$ cat config.mk
export PLATFORM = sky130hd
export DESIGN_NAME = edge_detect_array
export DESIGN_NICKNAME = d
export VERILOG_FILES = /design/src/rtl/edge_detect_array.sv
export SDC_FILE = /design/constraint.sdc
export NUM_CORES = 1
export LEC_CHECK = 0
export BUFFER_PORTS_ARGS = -buffer_cell sky130_fd_sc_hd__buf_2
export CORE_MARGIN = 4
export CORE_UTILIZATION = 51
export CTS_CLUSTER_SIZE = 24
export DETAILED_ROUTE_END_ITERATION = 7
export PLACE_DENSITY = 0.85
export SETUP_SLACK_MARGIN = 0.5
export SYNTH_ARGS = -nofsm -noshare
export SYNTH_HDL_FRONTEND = slang
export SYNTH_SLANG_ARGS = --single-unit
export TNS_END_PERCENT = 100
$ cat constraint.sdc
create_clock -name clk -period 1.7 [get_ports clk]
set_input_delay 0.085 -clock clk [delete_from_list [all_inputs] [get_ports clk]]
set_output_delay 0.085 -clock clk [all_outputs]
set_load 0.02 [all_outputs]
$ cat src/rtl/edge_detect_array.sv
// Multi-channel synchronising edge detector: per-channel synchroniser, run-length glitch filter,
// and qualified edge reporting as a pulse, a sticky flag and a saturating counter.
module edge_detect_array #(
  parameter int unsigned CHANNELS    = 2,
  parameter int unsigned SYNC_STAGES = 2,
  parameter int unsigned FILTER_LEN  = 1,
  parameter int unsigned CNT_WIDTH   = 8,
  parameter bit          RESET_LEVEL = 1'b1
) (
  input  logic                            clk,
  input  logic                            rst,
  input  logic [CHANNELS-1:0]             async_in,
  input  logic [2*CHANNELS-1:0]           mode,
  input  logic [CHANNELS-1:0]             clear,
  output logic [CHANNELS-1:0]             level,
  output logic [CHANNELS-1:0]             edge_pulse,
  output logic [CHANNELS-1:0]             edge_sticky,
  output logic [CHANNELS*CNT_WIDTH-1:0]   edge_count,
  output logic [CHANNELS-1:0]             overflow
);

  localparam int unsigned RunW = $clog2(FILTER_LEN + 1);
  localparam logic [RunW-1:0]      RunLast = RunW'(FILTER_LEN - 1);
  localparam logic [CNT_WIDTH-1:0] CntMax  = '1;

  logic [CHANNELS-1:0][SYNC_STAGES-1:0] sync_q, sync_d;
  logic [CHANNELS-1:0][RunW-1:0]        run_q, run_d;
  logic [CHANNELS-1:0][CNT_WIDTH-1:0]   count_q, count_d;
  logic [CHANNELS-1:0]                  level_q, level_d;
  logic [CHANNELS-1:0]                  pulse_q, pulse_d;
  logic [CHANNELS-1:0]                  sticky_q, sticky_d;
  logic [CHANNELS-1:0]                  ovf_q, ovf_d;
  logic [CHANNELS-1:0]                  s_w, chg_w, qual_w;

  always_comb begin
    sync_d   = sync_q;
    run_d    = run_q;
    count_d  = count_q;
    level_d  = level_q;
    pulse_d  = '0;
    sticky_d = sticky_q;
    ovf_d    = ovf_q;
    s_w      = '0;
    chg_w    = '0;
    qual_w   = '0;
    for (int unsigned i = 0; i < CHANNELS; i++) begin
      sync_d[i] = {sync_q[i][SYNC_STAGES-2:0], async_in[i]};
      s_w[i]    = sync_q[i][SYNC_STAGES-1];

      if (s_w[i] != level_q[i]) begin
        if (run_q[i] == RunLast) begin
          level_d[i] = s_w[i];
          run_d[i]   = '0;
          chg_w[i]   = 1'b1;
        end else begin
          run_d[i] = run_q[i] + RunW'(1);
        end
      end else begin
        run_d[i] = '0;
      end

      qual_w[i] = chg_w[i] & ((s_w[i] & mode[2*i]) | (~s_w[i] & mode[2*i+1]));

      if (clear[i]) begin
        sticky_d[i] = 1'b0;
        count_d[i]  = '0;
        ovf_d[i]    = 1'b0;
      end

      // A clear coinciding with an edge still records that edge as the first one.
      if (qual_w[i]) begin
        pulse_d[i]  = 1'b1;
        sticky_d[i] = 1'b1;
        if (clear[i]) begin
          count_d[i] = CNT_WIDTH'(1);
        end else if (count_q[i] == CntMax) begin
          ovf_d[i] = 1'b1;
        end else begin
          count_d[i] = count_q[i] + CNT_WIDTH'(1);
        end
      end
    end
  end

  always_ff @(posedge clk) begin
    if (rst) begin
      sync_q   <= {(CHANNELS*SYNC_STAGES){RESET_LEVEL}};
      run_q    <= '0;
      count_q  <= '0;
      level_q  <= {CHANNELS{RESET_LEVEL}};
      pulse_q  <= '0;
      sticky_q <= '0;
      ovf_q    <= '0;
    end else begin
      sync_q   <= sync_d;
      run_q    <= run_d;
      count_q  <= count_d;
      level_q  <= level_d;
      pulse_q  <= pulse_d;
      sticky_q <= sticky_d;
      ovf_q    <= ovf_d;
    end
  end

  assign level       = level_q;
  assign edge_pulse  = pulse_q;
  assign edge_sticky = sticky_q;
  assign edge_count  = count_q;
  assign overflow    = ovf_q;

endmodule

==> results_dict.tcl <==
set metrics [dict create \
    clk_latency_ns 0.34 \
    cp-end-kind "register" \
    cts_tree "built" \
    fp.coreArea_mm2 0.00230 \
    rr_endpoint "edge_count[8]$_SDFF_PP0_" \
    worstHoldStart "clear[0]" \
    yosysMostFrequentCell "dfxtp_1" \
    status "finished clean" \
    r2r_cells 5 \
    cp_max_fo 3 \
    synth_seq_area_share 0.469 \
    overflow 0 \
    synth.distinct_cells 37 \
    rr_startpoint "edge_count[8]$_SDFF_PP0_" \
    critPathSlowestCell "dfxtp_4" \
    leakage_nw 0.769 \
    antenna_cells 0 \
    drive_gt1_frac 0.558 \
    clk_pin_slew_ns 0.10 \
    antenna_found_initial 0 \
    clock_path_buffers 2 \
    syn_inst 146 \
    initial_core_util 0.558 \
    htree_levels 2 \
    synth_top_area_cell "dfxtp_1" \
    rrSetupSlack_ns 0.23 \
    period_share 0.864 \
    post_drt_via_cell_ratio 6.19 \
    worstPathRequired_ns 1.93 \
    rsz0062_at_grt "yes" \
    fin_worst_skew_ns 0.0106 \
    num_vias 1461 \
    synth_edf_count 0 \
    yosysWarnings 0 \
    use_met3 0.0579 \
    start_kind "register" \
    drt_wl_total_um 4300 \
    fin_cells 236 \
    grt_use_met1 0.256 \
    first_pass_iters 5 \
    drc 0 \
    cts_sinks 30 \
    row_count 17 \
    final.min_clock_period_ns 1.47 \
    synthArstFlopShare 0 \
    grt_start_max_net_pins 17 \
    ios 34 \
    grt_use_met2 0.406 \
    syn_area_mm2 0.00128 \
    ys_ff_latch 30 \
    track_usage 0.234 \
    grt_first_pass_wirelength_um 5980 \
    whs_endpoint "edge_count[0]$_SDFF_PP0_" \
    power_density_mw_per_mm2 685 \
    hold_depth 3 \
    critPathMaxStageDelay_ns 0.38 \
    max_freq_ghz 0.681 \
    peakVddDrop_mv 0.740 \
    nNetsFinal 219 \
    grt.busiest_layer "met2" \
    drtAntennaViolNets 0 \
    critical_path.cell_chain "ha_4, nand4_1, or2_4, a2111o_1, o31ai_1" \
    synth_flop_cell "dfxtp_1" \
    cap_violations 0 \
    cts_buffers 5 \
    hpwlAfterDp_um 2200 \
    finalHoldViolCount 0 \
    routedWlPerCell_um 18.2 \
    cts_root_buf "clkbuf_4" \
    synth_top_cell_area_share 0.469 \
    synth.top_cells.by_area "dfxtp_1, a21oi_1, nor3_1, or2_2, nand3_1" \
    drv_slew 0 \
    dp_cells 205 \
    utilization 0.871 \
    area_delta_synth_final_pct 56.2 \
    crit_arrival_ns 1.70 \
    worstHoldPathType "input port to register" \
    path_buf_inv 0 \
    criticalPathCategory "register to register" \
    gp_congestion 0.946 \
    drt-initial-drc-count 105 \
    fp.dieH_um 58.1 \
    die_area_mm2 0.00338 \
    syn_avg_cell_area_um2 8.78 \
    grt_pass1_vias 1313 \
    portBuffers 33 \
    finalSetupViolCount 0 \
    yosys-top-cells-count "dfxtp_1, a21oi_1, nor3_1" \
    die_w_um 58.1 \
    critical-path-top-delay-family "compound AO/OA/AOI/OAI gates" \
    setup_tns_ns 0 \
]
## tightest hold or removal path: stages
cell	delay, ns
buf_2	0.11
or3b_2	0.11
o2bb2ai_1	0.05
## power breakdown
group	switching (mW)	internal, mW	leakage, nW
sequential	0.0122	0.711	0.250
clock	0.256	0.282	0.0446
combinational	0.0593	0.0490	0.474
total	0.328	1.04	0.769
## layout by cell type, fill, tap and decap left out, types with 5 or more instances in the layout
cell      Yosys  routed
dfxtp_2       0      13
clkbuf_4      0       5
nand2_1       9       8
nor2_1       10       7
nand3_1       8       6
buf_6         0       5
nor3_2        0       7
inv_1         5       5
or2_2         7       6
a21oi_1      13       9
dfxtp_1      30      13
buf_2         0      33
buf_4         0      17
## layout make-up
class / count / area (µm²)
clock buffers: 8 / 78.8
fillers: 114 / 297
inverters: 5 / 18.8
multi-input cells: 108 / 867
flip-flops and latches: 30 / 632
well taps: 28 / 35.0
repair buffers: 57 / 369
## worst max-delay path by stage
stage                              start  slack (ns)  cells past startpoint                        end
6_report        edge_count[8]$_SDFF_PP0_        0.23                      5   edge_count[8]$_SDFF_PP0_
5_1_grt        edge_count[15]$_SDFF_PP0_        0.20                      4   edge_count[8]$_SDFF_PP0_
4_1_cts         edge_count[8]$_SDFF_PP0_        0.28                      8  edge_count[15]$_SDFF_PP0_
3_5_place_dp       level[1]$_SDFFE_PP1P_        0.26                      5  edge_count[15]$_SDFF_PP0_
3_3_place_gp    edge_count[9]$_SDFF_PP0_        0.30                      5  edge_count[11]$_SDFF_PP0_
2_1_floorplan   edge_count[9]$_SDFF_PP0_        0.30                      5  edge_count[11]$_SDFF_PP0_
## state kept, by name, indices dropped and copies added (netlist names)
name	flops
sync_d	2
edge_count	16
overflow	2
edge_sticky	2
edge_pulse	2
level	2
run_q	2
s_w	2
## routing by layer
layer	routed length, µm	part of all wire	up-vias
met1	1640	0.38	706
met2	2260	0.53	71
met3	241	0.056	23
met5	0	0	-
met4	154	0.036	0
li1	-	-	661
## cell families after synthesis
family | Yosys count | synth area share
and+or+nand+nor | 67 | 0.283
DFF | 30 | 0.469
muxes | 1 | 0.00781
other | 1 | 0.00293
buffers and inverters | 9 | 0.0264
AOI/OAI and AO/OA | 36 | 0.191
adders and majority gates | 2 | 0.0195
## timing repair
| action | 4_1_cts | 5_1_grt |
|---|---|---|
| setup buffers | 17 | 4 |
| gates resized for setup | 23 | 23 |
| endpoints found under the hold margin | 2 | 0 |
| pin swaps | 21 | 19 |
| hold buffers | 2 | 0 |
| endpoints found under the setup margin | 17 | 18 |
## stage by stage
step	power (mW)	cell area (µm²)	hold slack, ns	worst slack, ns
after floorplan	0.783	1360	0.170	0.300
after global placement	0.807	1540	0.267	0.299
after detailed placement	0.811	1540	0.276	0.263
after CTS	1.35	1870	0.0512	0.276
after global routing	1.41	2000	0.0739	0.200
final	1.37	2000	0.0488	0.232
No activity file was read; power rests on OpenSTA's default activity.
